[src/rtl/mc_ctrl_pkg.sv]
// Shared constants for the multi-cycle MIPS-subset control unit: state codes, opcode/funct
// values, ALU operation codes and the decoded-instruction record.
package mc_ctrl_pkg;

    localparam logic [3:0] ST_IF  = 4'd0;
    localparam logic [3:0] ST_ID  = 4'd1;
    localparam logic [3:0] ST_EXE = 4'd2;
    localparam logic [3:0] ST_WB  = 4'd3;
    localparam logic [3:0] ST_MA  = 4'd4;
    localparam logic [3:0] ST_MEM = 4'd5;
    localparam logic [3:0] ST_LWB = 4'd6;
    localparam logic [3:0] ST_BR  = 4'd7;
    localparam logic [3:0] ST_ILL = 4'd8;

    localparam logic [5:0] OP_RTYPE = 6'b000000;
    localparam logic [5:0] OP_BLTZ  = 6'b000001;
    localparam logic [5:0] OP_J     = 6'b000010;
    localparam logic [5:0] OP_JAL   = 6'b000011;
    localparam logic [5:0] OP_BEQ   = 6'b000100;
    localparam logic [5:0] OP_BNE   = 6'b000101;
    localparam logic [5:0] OP_BLEZ  = 6'b000110;
    localparam logic [5:0] OP_BGTZ  = 6'b000111;
    localparam logic [5:0] OP_ADDI  = 6'b001000;
    localparam logic [5:0] OP_ADDIU = 6'b001001;
    localparam logic [5:0] OP_SLTI  = 6'b001010;
    localparam logic [5:0] OP_SLTIU = 6'b001011;
    localparam logic [5:0] OP_ANDI  = 6'b001100;
    localparam logic [5:0] OP_ORI   = 6'b001101;
    localparam logic [5:0] OP_XORI  = 6'b001110;
    localparam logic [5:0] OP_LW    = 6'b100011;
    localparam logic [5:0] OP_SW    = 6'b101011;

    localparam logic [5:0] FN_SLL  = 6'b000000;
    localparam logic [5:0] FN_SRL  = 6'b000010;
    localparam logic [5:0] FN_JR   = 6'b001000;
    localparam logic [5:0] FN_ADD  = 6'b100000;
    localparam logic [5:0] FN_ADDU = 6'b100001;
    localparam logic [5:0] FN_SUB  = 6'b100010;
    localparam logic [5:0] FN_AND  = 6'b100100;
    localparam logic [5:0] FN_OR   = 6'b100101;
    localparam logic [5:0] FN_XOR  = 6'b100110;
    localparam logic [5:0] FN_NOR  = 6'b100111;
    localparam logic [5:0] FN_SLT  = 6'b101010;
    localparam logic [5:0] FN_SLTU = 6'b101011;

    localparam logic [3:0] ALU_AND  = 4'b0000;
    localparam logic [3:0] ALU_OR   = 4'b0001;
    localparam logic [3:0] ALU_SLL  = 4'b0010;
    localparam logic [3:0] ALU_NOR  = 4'b0011;
    localparam logic [3:0] ALU_ADD  = 4'b0100;
    localparam logic [3:0] ALU_ADDU = 4'b0101;
    localparam logic [3:0] ALU_SUB  = 4'b0110;
    localparam logic [3:0] ALU_SRL  = 4'b0111;
    localparam logic [3:0] ALU_SLTU = 4'b1000;
    localparam logic [3:0] ALU_SLT  = 4'b1001;
    localparam logic [3:0] ALU_XOR  = 4'b1010;

    typedef enum logic [3:0] {
        CLS_ALU_R,
        CLS_ALU_I,
        CLS_LW,
        CLS_SW,
        CLS_BR,
        CLS_J,
        CLS_JAL,
        CLS_JR,
        CLS_ILL
    } ins_cls_e;

    typedef struct packed {
        ins_cls_e   cls;
        logic [3:0] alu;
        logic       ext_sel;
        logic [1:0] reg_dst;
        logic       src_a;
        logic       src_b;
    } dec_t;

    // Branch condition from the ALU flags of rs-rt (beq/bne) or rs-0 (the rest).
    function automatic logic br_taken(input logic [5:0] op, input logic zf, input logic sf);
        case (op)
            OP_BEQ:  return zf;
            OP_BNE:  return !zf;
            OP_BLTZ: return sf;
            OP_BLEZ: return sf | zf;
            OP_BGTZ: return !sf && !zf;
            default: return 1'b0;
        endcase
    endfunction

endpackage

[src/rtl/mc_ctrl_fsm_if.sv]
// Control-unit <-> datapath bundle. The control unit uses the master modport,
// the datapath (or a bench standing in for it) uses the slave modport.
interface mc_ctrl_fsm_if #(
    parameter int unsigned ALUC_W = 4,
    parameter int unsigned CNT_W  = 32
);

    logic [5:0]        opcode;
    logic [5:0]        funct;
    logic              zf;
    logic              sf;
    logic              mem_ready;

    logic              pc_wr;
    logic              ir_wr;
    logic              reg_wr;
    logic              mem_rd;
    logic              mem_wr;
    logic              alu_src_a;
    logic              alu_src_b;
    logic              data_src;
    logic              wr_data_src;
    logic              ext_sel;
    logic [1:0]        pc_src;
    logic [1:0]        reg_dst;
    logic [ALUC_W-1:0] alu_ctrl;
    logic [3:0]        state_o;
    logic              illegal;
    logic [CNT_W-1:0]  cycle_cnt;
    logic [CNT_W-1:0]  instret_cnt;

    modport master (
        input  opcode, funct, zf, sf, mem_ready,
        output pc_wr, ir_wr, reg_wr, mem_rd, mem_wr,
        output alu_src_a, alu_src_b, data_src, wr_data_src, ext_sel,
        output pc_src, reg_dst, alu_ctrl, state_o, illegal,
        output cycle_cnt, instret_cnt
    );

    modport slave (
        output opcode, funct, zf, sf, mem_ready,
        input  pc_wr, ir_wr, reg_wr, mem_rd, mem_wr,
        input  alu_src_a, alu_src_b, data_src, wr_data_src, ext_sel,
        input  pc_src, reg_dst, alu_ctrl, state_o, illegal,
        input  cycle_cnt, instret_cnt
    );

endinterface

[src/rtl/mc_ctrl_dec.sv]
// Combinational instruction decoder: opcode/funct -> instruction class, ALU code,
// immediate extension, destination-register select and ALU operand selects.
module mc_ctrl_dec
    import mc_ctrl_pkg::*;
(
    input  logic [5:0] opcode_i,
    input  logic [5:0] funct_i,
    output dec_t       dec_o
);

    always_comb begin
        dec_o         = '0;
        dec_o.cls     = CLS_ILL;
        dec_o.alu     = ALU_ADD;
        dec_o.reg_dst = 2'b01;

        case (opcode_i)
            OP_RTYPE: begin
                dec_o.cls     = CLS_ALU_R;
                dec_o.reg_dst = 2'b10;
                case (funct_i)
                    FN_ADD:  dec_o.alu = ALU_ADD;
                    FN_ADDU: dec_o.alu = ALU_ADDU;
                    FN_SUB:  dec_o.alu = ALU_SUB;
                    FN_AND:  dec_o.alu = ALU_AND;
                    FN_OR:   dec_o.alu = ALU_OR;
                    FN_XOR:  dec_o.alu = ALU_XOR;
                    FN_NOR:  dec_o.alu = ALU_NOR;
                    FN_SLT:  dec_o.alu = ALU_SLT;
                    FN_SLTU: dec_o.alu = ALU_SLTU;
                    FN_SLL: begin
                        dec_o.alu   = ALU_SLL;
                        dec_o.src_a = 1'b1;
                    end
                    FN_SRL: begin
                        dec_o.alu   = ALU_SRL;
                        dec_o.src_a = 1'b1;
                    end
                    FN_JR:   dec_o.cls = CLS_JR;
                    default: dec_o.cls = CLS_ILL;
                endcase
            end
            OP_ADDI, OP_ADDIU, OP_SLTI, OP_SLTIU, OP_ANDI, OP_ORI, OP_XORI: begin
                dec_o.cls   = CLS_ALU_I;
                dec_o.src_b = 1'b1;
                case (opcode_i)
                    OP_ADDI:  dec_o.alu = ALU_ADD;
                    OP_ADDIU: dec_o.alu = ALU_ADDU;
                    OP_SLTI:  dec_o.alu = ALU_SLT;
                    OP_SLTIU: dec_o.alu = ALU_SLTU;
                    OP_ANDI:  dec_o.alu = ALU_AND;
                    OP_ORI:   dec_o.alu = ALU_OR;
                    default:  dec_o.alu = ALU_XOR;
                endcase
                // Logical immediates are zero-extended, arithmetic/compare ones sign-extended.
                dec_o.ext_sel = !(opcode_i == OP_ANDI || opcode_i == OP_ORI || opcode_i == OP_XORI);
            end
            OP_LW, OP_SW: begin
                dec_o.cls     = (opcode_i == OP_LW) ? CLS_LW : CLS_SW;
                dec_o.ext_sel = 1'b1;
                dec_o.src_b   = 1'b1;
            end
            OP_BEQ, OP_BNE, OP_BLTZ, OP_BLEZ, OP_BGTZ: begin
                dec_o.cls     = CLS_BR;
                dec_o.alu     = ALU_SUB;
                dec_o.ext_sel = 1'b1;
            end
            OP_J:    dec_o.cls = CLS_J;
            OP_JAL: begin
                dec_o.cls     = CLS_JAL;
                dec_o.reg_dst = 2'b00;
            end
            default: dec_o.cls = CLS_ILL;
        endcase
    end

endmodule

[src/rtl/mc_ctrl_fsm.sv]
// Multi-cycle MIPS-subset control FSM with mem_ready handshake and illegal-instruction halt.
// Optional performance counters are built when MC_PERF_CNT_EN is defined.
module mc_ctrl_fsm
    import mc_ctrl_pkg::*;
#(
    parameter int unsigned ALUC_W = 4,
    parameter int unsigned CNT_W  = 32
)(
    input  logic          clk,
    input  logic          rst,
    mc_ctrl_fsm_if.master bus
);

    logic [3:0] state_q;
    logic [3:0] state_d;
    dec_t       dec;

    logic       pc_wr;
    logic       ir_wr;
    logic       reg_wr;
    logic       mem_rd;
    logic       mem_wr;
    logic [1:0] pc_src;
    logic       data_src;
    logic       wr_data_src;

    mc_ctrl_dec u_dec (
        .opcode_i (bus.opcode),
        .funct_i  (bus.funct),
        .dec_o    (dec)
    );

    always_ff @(posedge clk or negedge rst) begin
        if (!rst) begin
            state_q <= ST_IF;
        end else begin
            state_q <= state_d;
        end
    end

    always_comb begin
        state_d     = state_q;
        pc_wr       = 1'b0;
        ir_wr       = 1'b0;
        reg_wr      = 1'b0;
        mem_rd      = 1'b0;
        mem_wr      = 1'b0;
        pc_src      = 2'b00;
        data_src    = 1'b0;
        wr_data_src = 1'b1;

        case (state_q)
            ST_IF: begin
                mem_rd = 1'b1;
                ir_wr  = bus.mem_ready;
                pc_wr  = bus.mem_ready;
                if (bus.mem_ready) begin
                    state_d = ST_ID;
                end
            end
            ST_ID: begin
                case (dec.cls)
                    CLS_ALU_R, CLS_ALU_I: state_d = ST_EXE;
                    CLS_LW, CLS_SW:       state_d = ST_MA;
                    CLS_BR:               state_d = ST_BR;
                    CLS_J: begin
                        pc_wr   = 1'b1;
                        pc_src  = 2'b11;
                        state_d = ST_IF;
                    end
                    CLS_JAL: begin
                        pc_wr       = 1'b1;
                        pc_src      = 2'b11;
                        reg_wr      = 1'b1;
                        wr_data_src = 1'b0;
                        state_d     = ST_IF;
                    end
                    CLS_JR: begin
                        pc_wr   = 1'b1;
                        pc_src  = 2'b10;
                        state_d = ST_IF;
                    end
                    default: state_d = ST_ILL;
                endcase
            end
            ST_EXE: state_d = ST_WB;
            ST_WB: begin
                reg_wr  = 1'b1;
                state_d = ST_IF;
            end
            ST_MA: state_d = ST_MEM;
            ST_MEM: begin
                mem_rd = (dec.cls == CLS_LW);
                mem_wr = (dec.cls != CLS_LW);
                if (bus.mem_ready) begin
                    state_d = (dec.cls == CLS_LW) ? ST_LWB : ST_IF;
                end
            end
            ST_LWB: begin
                reg_wr   = 1'b1;
                data_src = 1'b1;
                state_d  = ST_IF;
            end
            ST_BR: begin
                pc_src  = 2'b01;
                pc_wr   = br_taken(bus.opcode, bus.zf, bus.sf);
                state_d = ST_IF;
            end
            ST_ILL: state_d = ST_ILL;
            default: state_d = ST_IF;
        endcase
    end

    // Strobes are gated by rst so an access in flight is dropped the moment reset asserts.
    assign bus.pc_wr       = pc_wr  & rst;
    assign bus.ir_wr       = ir_wr  & rst;
    assign bus.reg_wr      = reg_wr & rst;
    assign bus.mem_rd      = mem_rd & rst;
    assign bus.mem_wr      = mem_wr & rst;
    assign bus.pc_src      = pc_src;
    assign bus.data_src    = data_src;
    assign bus.wr_data_src = wr_data_src;
    assign bus.alu_src_a   = dec.src_a;
    assign bus.alu_src_b   = dec.src_b;
    assign bus.ext_sel     = dec.ext_sel;
    assign bus.reg_dst     = dec.reg_dst;
    assign bus.alu_ctrl    = ALUC_W'(dec.alu);
    assign bus.state_o     = state_q;
    assign bus.illegal     = (state_q == ST_ILL);

`ifdef MC_PERF_CNT_EN
    logic [CNT_W-1:0] cycle_q;
    logic [CNT_W-1:0] instret_q;

    always_ff @(posedge clk or negedge rst) begin
        if (!rst) begin
            cycle_q   <= '0;
            instret_q <= '0;
        end else if (state_q != ST_ILL) begin
            cycle_q <= cycle_q + CNT_W'(1);
            if (state_d == ST_IF && state_q != ST_IF) begin
                instret_q <= instret_q + CNT_W'(1);
            end
        end
    end

    assign bus.cycle_cnt   = cycle_q;
    assign bus.instret_cnt = instret_q;
`else
    assign bus.cycle_cnt   = {CNT_W{1'b0}};
    assign bus.instret_cnt = {CNT_W{1'b0}};
`endif

endmodule

[src/flat_wrapper.sv]
// flat-port wrapper written by rule: the top's interface ports become plain ports
module mc_ctrl_fsm_flat import mc_ctrl_pkg::*;
#(
    parameter int unsigned ALUC_W = 4,
    parameter int unsigned CNT_W  = 32
)
  (clk, rst, bus_opcode, bus_funct, bus_zf, bus_sf, bus_mem_ready, bus_pc_wr, bus_ir_wr, bus_reg_wr, bus_mem_rd, bus_mem_wr, bus_alu_src_a, bus_alu_src_b, bus_data_src, bus_wr_data_src, bus_ext_sel, bus_pc_src, bus_reg_dst, bus_alu_ctrl, bus_state_o, bus_illegal, bus_cycle_cnt, bus_instret_cnt);
  mc_ctrl_fsm_if #(.ALUC_W(ALUC_W), .CNT_W(CNT_W)) bus_i ();
  input  logic clk;
  input  logic rst;
  input wire logic [$bits(bus_i.opcode)-1:0] bus_opcode;
  input wire logic [$bits(bus_i.funct)-1:0] bus_funct;
  input wire logic [$bits(bus_i.zf)-1:0] bus_zf;
  input wire logic [$bits(bus_i.sf)-1:0] bus_sf;
  input wire logic [$bits(bus_i.mem_ready)-1:0] bus_mem_ready;
  output wire logic [$bits(bus_i.pc_wr)-1:0] bus_pc_wr;
  output wire logic [$bits(bus_i.ir_wr)-1:0] bus_ir_wr;
  output wire logic [$bits(bus_i.reg_wr)-1:0] bus_reg_wr;
  output wire logic [$bits(bus_i.mem_rd)-1:0] bus_mem_rd;
  output wire logic [$bits(bus_i.mem_wr)-1:0] bus_mem_wr;
  output wire logic [$bits(bus_i.alu_src_a)-1:0] bus_alu_src_a;
  output wire logic [$bits(bus_i.alu_src_b)-1:0] bus_alu_src_b;
  output wire logic [$bits(bus_i.data_src)-1:0] bus_data_src;
  output wire logic [$bits(bus_i.wr_data_src)-1:0] bus_wr_data_src;
  output wire logic [$bits(bus_i.ext_sel)-1:0] bus_ext_sel;
  output wire logic [$bits(bus_i.pc_src)-1:0] bus_pc_src;
  output wire logic [$bits(bus_i.reg_dst)-1:0] bus_reg_dst;
  output wire logic [$bits(bus_i.alu_ctrl)-1:0] bus_alu_ctrl;
  output wire logic [$bits(bus_i.state_o)-1:0] bus_state_o;
  output wire logic [$bits(bus_i.illegal)-1:0] bus_illegal;
  output wire logic [$bits(bus_i.cycle_cnt)-1:0] bus_cycle_cnt;
  output wire logic [$bits(bus_i.instret_cnt)-1:0] bus_instret_cnt;
  assign bus_i.opcode = bus_opcode;
  assign bus_i.funct = bus_funct;
  assign bus_i.zf = bus_zf;
  assign bus_i.sf = bus_sf;
  assign bus_i.mem_ready = bus_mem_ready;
  assign bus_pc_wr = bus_i.pc_wr;
  assign bus_ir_wr = bus_i.ir_wr;
  assign bus_reg_wr = bus_i.reg_wr;
  assign bus_mem_rd = bus_i.mem_rd;
  assign bus_mem_wr = bus_i.mem_wr;
  assign bus_alu_src_a = bus_i.alu_src_a;
  assign bus_alu_src_b = bus_i.alu_src_b;
  assign bus_data_src = bus_i.data_src;
  assign bus_wr_data_src = bus_i.wr_data_src;
  assign bus_ext_sel = bus_i.ext_sel;
  assign bus_pc_src = bus_i.pc_src;
  assign bus_reg_dst = bus_i.reg_dst;
  assign bus_alu_ctrl = bus_i.alu_ctrl;
  assign bus_state_o = bus_i.state_o;
  assign bus_illegal = bus_i.illegal;
  assign bus_cycle_cnt = bus_i.cycle_cnt;
  assign bus_instret_cnt = bus_i.instret_cnt;
  mc_ctrl_fsm #(.ALUC_W(ALUC_W), .CNT_W(CNT_W)) u_core (.clk(clk), .rst(rst), .bus(bus_i));
endmodule
[config.mk]
export PLATFORM = sky130hd
export DESIGN_NAME = mc_ctrl_fsm_flat
export DESIGN_NICKNAME = d
export VERILOG_FILES = /design/src/rtl/mc_ctrl_pkg.sv /design/src/rtl/mc_ctrl_fsm_if.sv /design/src/rtl/mc_ctrl_dec.sv /design/src/rtl/mc_ctrl_fsm.sv /design/src/flat_wrapper.sv
export SDC_FILE = /design/constraint.sdc
export NUM_CORES = 1
export LEC_CHECK = 0
export ABC_AREA = 0
export BUFFER_PORTS_ARGS = -buffer_cell sky130_fd_sc_hd__buf_4
export CORE_ASPECT_RATIO = 2
export CORE_MARGIN = 2
export CORE_UTILIZATION = 40
export CTS_CLUSTER_SIZE = 8
export DETAILED_ROUTE_END_ITERATION = 10
export PLACE_DENSITY_LB_ADDON = 0.3
export SLEW_MARGIN = 20
export SYNTH_ARGS = -nofsm -noshare
export SYNTH_HDL_FRONTEND = slang
export SYNTH_SLANG_ARGS = --single-unit
[constraint.sdc]
create_clock -name clk -period 5.3 [get_ports clk]
set_clock_uncertainty 0.1 [all_clocks]
set_input_delay 1.59 -clock clk [delete_from_list [all_inputs] [get_ports clk]]
set_output_delay 1.59 -clock clk [all_outputs]
set_load 0.05 [all_outputs]
==> flow_summary.yaml, run 1 <==
power_and_ir_drop:
  power.internal_mw: 0.1686
  switchingPower_mw: 0.2974
  p_sw_frac: 0.6382
  p_leak_nw: 0.7420
  combinationalPowerShare: 0.713
  clockPowerShare: 0.135
  ir_drop_v: 0.0001567
  p_seq_frac: 0.152
  powerDensity_nw_per_um2: 290.3
die:
  rows: 32
  initial_utilization: 0.4109
  die_h_um: 91.94
  coreArea_um2: 3764
  die_x_um: 47.97
  die_area_um2: 4410
  pin_count: 104
drt:
  dr.pass1.iters: 4
  ant_nets: 0
  detail_route.wl_per_cell_um: 10.97
  vias: 1392
  drc: 0
  finalWirelength_um: 3259
  avgViaCountPerCell: 4.687
  drt-initial-drc-count: 63
logic_synthesis:
  synth_top_family_by_area: "buffers and inverters"
  synth_area_leaders: "buf_4 (31%), dfrtp_1 (6.5%), o21ai_0 (5.5%)"
  async_flop_share: 1.000
  yosys.area_share.simple: 0.2807
  synth_edf_count: 0
  yosys.area_share.xor_xnor: 0.01699
  synth_top_area_frac: 0.3107
  ys_top_cells_by_count: "buf_4 (64), nor2_1 (20), o21ai_0 (17), a21oi_1 (11), nand3_1 (8)"
  yosysMostFrequentCell: "buf_4"
  avgSynthCellArea_um2: 7.029
  netlist_area_um2: 1546
  ys_seq_elements: 4
  ys_warn_count: 0
  synthCells: 220
  synth_fa_ha_area_frac: 0.007282
  synth_top_area_cell: "buf_4"
  synth-compound-area-share: 0.2282
  ys_seq_area_frac: 0.06472
  synth_cell_type_count: 58
  synthMuxAreaShare: 0.006472
  synth-main-ff-cell: "dfrtp_1"
worst_setup_path:
  worstSetupPathType: "in2out"
  start_kind: "input pin"
  arrival_ns: 3.14
  reg2reg_to: "u_core.bus.state_o[2]$_DFFE_PN0P_"
  r2r_start: "u_core.bus.state_o[0]$_DFFE_PN0P_"
  required_ns: 3.61
  ff2ff_path_depth: 4
  endpoint_kind: "primary output"
  reg2reg_slack_ns: 3.66
  crit_fanout: 18
finish:
  fin_util: 0.4265
  area_growth_syn_to_layout_pct: 3.803
  final_nets: 265
  largest_reg_flops: 4
  antenna_cells: 0
  drive_above_1_share: 0.2276
  instances_no_fill: 297
hold_path:
  min_from: "u_core.bus.state_o[3]$_DFFE_PN0P_"
  min_path_cells: 1
  min_path_type: "reg2reg"
  min_to: "u_core.bus.state_o[0]$_DFFE_PN0P_"
global_routing:
  grt_pass1_wl_um: 4712
  grt_pass1_vias: 1071
  overflow: 0
  grt.total_usage: 0.1381
  antenna_found_initial: 0
  grt_max_degree: 19
placement:
  place_inst: 294
  numPortBuffers: 39
  place_ws_ns: 0.4953
  place.gp.congestion: 0.8455
  dp_hpwl_um: 2678
flow_run:
  maxCapViolations: 0
clock_tree:
  cts_setup_buffers: 0
  htree_levels: 1
  clkTransAtPathRegs_ns: 0.03
  cts_resized: 0
  clock_latency_ns: 0.21
  numClockSinks: 4
  cts_root_buffer: "clkbuf_8"
  clockBufferDepth: 2
  cts_tree: "done"
  cts_buffers: 3
  cts_hold_buf: 0
timing:
  rsz0062_at_grt: "no"
  fin_ws_ns: 0.4711
  maxSlewHeadroom: 0.6035
  report.final.setup_viol: 0
  finalHoldViolCount: 0
  slew_viol_final: 0
  tightest_slew_ns: 0.5855
  fmax_mhz: 207.1
  fin_crit_sh: 0.9111
  timing.final.crit_period_ns: 4.829
run_status:
  status: "completed"
==> cell type report <==
class,count,area (µm²)
Multi-Input combinational cell,195,1089
Sequential cell,4,100.1
Fill cell,457,2158
Clock buffer,3,41.29
Tap cell,51,63.81
Inverter,5,18.77
Timing Repair Buffer,39,292.8
==> power by group through the flow <==
stage	logic, mW	clock network (mW)	registers (mW)
after global placement	0.331	0	0.0718
after CTS	0.333	0.0646	0.0706
after floorplan	0.291	0	0.0873
final	0.332	0.0629	0.0709
after global routing	0.352	0.0673	0.0746
after detailed placement	0.333	0	0.0706
==> metal layers <==
layer  global-route usage  routed length [µm]  share of wire  up-vias
li1                     -                   -              -      692
met1               0.1799                1326           0.41      646
met2               0.2256                1736           0.53       52
met3              0.03150                 187          0.057        2
met4              0.02477                   8         0.0025        0
met5                    0                   0              0        -
==> placed cells by master, fill, tap and decap left out, types with 5 or more instances in the layout <==
master / netlist / routed
conb_1: 1 / 64
a21oi_1: 11 / 10
buf_4: 64 / 39
nand2_1: 7 / 7
nor2_1: 20 / 20
and3_1: 5 / 5
nand3_1: 8 / 8
nand2b_1: 5 / 5
o21ai_0: 17 / 14
nor2b_1: 5 / 5
==> worst max path at each step <==
stage	from	cells after the start	to
after floorplan	bus_opcode[2]	6	bus_alu_ctrl[0]
after global placement	bus_opcode[2]	7	bus_pc_wr
after detailed placement	bus_opcode[2]	7	bus_pc_wr
after CTS	bus_opcode[2]	7	bus_pc_wr
after global routing	bus_funct[0]	7	bus_reg_wr
final	bus_opcode[2]	7	bus_pc_wr
==> through the flow <==
| stage | cell area, µm² | total power [mW] | TNS (ns) | hold WS (ns) |
|---|---|---|---|---|
| after floorplan | 1797 | 0.3781 | -0.6203 | 0.6877 |
| after global placement | 1564 | 0.4029 | 0 | 0.4959 |
| after detailed placement | 1564 | 0.4034 | 0 | 0.4751 |
| after CTS | 1605 | 0.4683 | 0 | 0.4787 |
| after global routing | 1605 | 0.4938 | 0 | 0.5150 |
| final | 1605 | 0.4660 | 0 | 0.4764 |
==> critical path: stages <==
cell and delay (ns):
buf_4 0.17, or2_4 0.30, nor4_4 0.36, a21oi_1 0.18
a21oi_4 0.16, o2111a_2 0.19, buf_4 0.19
==> cells by family (layout without fill, tap and decap cells) <==
| family | Yosys count | after routing |
|---|---|---|
| buffers and inverters | 84 | 47 |
| and+or+nand+nor | 73 | 73 |
| AOI/OAI and AO/OA | 53 | 53 |
| DFF | 4 | 4 |
| xor gates and xnor gates | 3 | 3 |
| adders and majority gates | 1 | 1 |
| other | 1 | 64 |
| muxes | 1 | 1 |
Note: power is estimated with default switching activity, not from simulation.
==> run 2: changes to the inputs <==
ABC_AREA = 1   (was 0)
CORE_UTILIZATION = 35   (was 40)
==> flow_summary.yaml, run 2 <==
run_status:
  status: "completed"
global_routing:
  grt_pass1_vias: 1296
  use_met3: 0.02057
  busiest_layer: "met2"
  antenna_found_initial: 0
  grt_max_degree: 16
  grt_pass1_wl_um: 5313
  met2_usage: 0.3153
  use_met1: 0.1190
  overflow: 0
  grt.total_usage: 0.1400
die:
  initial_utilization: 0.3565
  rows: 33
  die_x_um: 49.40
  coreArea_um2: 4046
  die_area_um2: 4682
  die_h_um: 94.80
  pin_count: 104
finish:
  multi_input_area_um2: 938.4
  antenna_cells: 0
  largest_reg_flops: 4
  regArea_um2: 100.1
  final_common_cell: "conb_1"
  final_cell_mix: "conb_1 (64), buf_4 (39), nand2_1 (34)"
  final_nets: 302
  instances_no_fill: 335
  drive_above_1_share: 0.2297
  area_growth_syn_to_layout_pct: 9.453
  fillers: 480
logic_synthesis:
  synth_top_area_frac: 0.3382
  synthMuxAreaShare: 0
  synth_top_family_by_area: "buffers and inverters"
  ys_seq_elements: 4
  netlist_area_um2: 1443
  synth-compound-area-share: 0.09540
  ys_warn_count: 0
  yosys.area_share.xor_xnor: 0
  synth_cell_type_count: 32
  avgSynthCellArea_um2: 5.912
  async_flop_share: 1.000
  synth_edf_count: 0
  yosysMostFrequentCell: "buf_4"
  ys_seq_area_frac: 0.06938
  synth_top_area_cell: "buf_4"
  yosys.area_share.simple: 0.3886
  synth_fa_ha_area_frac: 0
  synth-main-ff-cell: "dfrtp_1"
  synthCells: 244
  synth_area_leaders: "buf_4 (34%), nand2_1 (8.8%), inv_1 (8.1%)"
  ys_top_cells_by_count: "buf_4 (65), nand2_1 (34), inv_1 (31), nor2_1 (30), nand3_1 (21)"
worst_setup_path:
  endpoint_kind: "primary output"
  r2r_start: "u_core.bus.state_o[1]$_DFFE_PN0P_"
  ff2ff_path_depth: 6
  worstSetupPathType: "in2out"
  reg2reg_slack_ns: 3.71
  reg2reg_to: "u_core.bus.state_o[2]$_DFFE_PN0P_"
  start_kind: "input pin"
  crit_fanout: 15
  required_ns: 3.61
  arrival_ns: 3.05
power_and_ir_drop:
  p_leak_nw: 0.9519
  p_seq_frac: 0.120
  power.internal_mw: 0.1794
  ir_drop_v: 0.0002102
  powerDensity_nw_per_um2: 330.6
  switchingPower_mw: 0.3426
  clockPowerShare: 0.120
  combinationalPowerShare: 0.761
  p_sw_frac: 0.6563
clock_tree:
  clock_latency_ns: 0.21
  htree_levels: 1
  clkTransAtPathRegs_ns: 0.03
  numClockSinks: 4
  clockBufferDepth: 2
  cts_tree: "done"
  cts_setup_buffers: 0
  cts_resized: 0
  cts_buffers: 3
  cts_hold_buf: 0
  cts_root_buffer: "clkbuf_8"
placement:
  place_inst: 332
  place.gp.congestion: 0.7960
  numPortBuffers: 39
  dp_hpwl_um: 2880
timing:
  setup-tns-final_ns: 0
  timing.final.crit_period_ns: 4.737
  fmax_mhz: 211.1
  rsz0062_at_grt: "no"
  fin_crit_sh: 0.8938
  finalHoldViolCount: 0
  report.final.setup_viol: 0
  slew_viol_final: 0
hold_path:
  min_path_cells: 2
  min_to: "u_core.bus.state_o[3]$_DFFE_PN0P_"
  min_path_type: "reg2reg"
  min_from: "u_core.bus.state_o[2]$_DFFE_PN0P_"
drt:
  avgViaCountPerCell: 4.328
  drc: 0
  finalWirelength_um: 3295
  vias: 1450
  dr.pass1.iters: 4
  drt-initial-drc-count: 57
  detail_route.wl_per_cell_um: 9.836
  ant_nets: 0
flow_run:
  maxCapViolations: 0
==> run 2: cell count changes after synthesis, sizes merged, moves of 7 or more <==
| cell | change |
|---|---|
| nand3 | +15 |
| nor2 | +19 |
| buf | -11 |
| nand2 | +29 |
| a21oi | -9 |
| inv | +32 |
| o21ai | -7 |
==> run 2: power by group through the flow <==
| stage | combinational [mW] | sequential [mW] | clock [mW] |
|---|---|---|---|
| final | 0.397 | 0.0624 | 0.0626 |
| after global routing | 0.428 | 0.0651 | 0.0673 |
| after CTS | 0.397 | 0.0622 | 0.0641 |
| after detailed placement | 0.396 | 0.0624 | 0 |
| after global placement | 0.395 | 0.0622 | 0 |
| after floorplan | 0.304 | 0.103 | 0 |
==> run 2: cells by family after synthesis <==
kind of cell / after synthesis
other: 1
buffers and inverters: 103
AOI/OAI and AO/OA: 23
DFF: 4
and+or+nand+nor: 113
==> run 2: metrics by stage <==
stage | util | hold WS [ns] | power, mW | instance area [µm²] | worst slack, ns
floorplan | - | 0.7898 | 0.4071 | 1679 | 0.2071
global placement | 0.3800 | 0.6014 | 0.4575 | 1538 | 0.6240
detailed placement | 0.3800 | 0.6018 | 0.4587 | 1538 | 0.5622
CTS | 0.3902 | 0.6058 | 0.5234 | 1579 | 0.5600
global route | 0.3902 | 0.6441 | 0.5608 | 1579 | 0.4286
finish | 0.3902 | 0.6007 | 0.5220 | 1579 | 0.5629
==> run 2: cell type report <==
type | count | share of cell area
timing repair buffer | 39 | 0.1854
multi-input combinational | 200 | 0.5943
tap | 52 | 0.04120
inverter | 37 | 0.08954
sequential | 4 | 0.06339
clock buffer | 3 | 0.02615
==> run 2: worst max-delay path, stage by stage <==
cell and delay, ns:
buf_4 0.13, nor2_4 0.31, nand3_1 0.19, nand2_1 0.14, inv_2 0.05, nand2_2 0.06, nor2_2 0.04, nor2_2 0.09
nand4_2 0.11, a21oi_2 0.13, buf_4 0.20
==> run 2: worst max path at each step <==
stage | startpoint | to | slack [ns] | depth (start not counted)
final | bus_opcode[5] | bus_reg_wr | 0.56 | 11
after global routing | bus_opcode[5] | bus_reg_wr | 0.43 | 11
after CTS | bus_opcode[5] | bus_reg_wr | 0.56 | 11
after detailed placement | bus_opcode[5] | bus_reg_wr | 0.56 | 11
after global placement | bus_opcode[5] | bus_reg_wr | 0.62 | 11
after floorplan | bus_opcode[0] | bus_reg_wr | 0.21 | 10
==> run 2: layer usage <==
metal,wire length (µm),part of all wire
met1,1075,0.33
met2,1914,0.58
met3,305,0.093
met4,0,0
met5,0,0
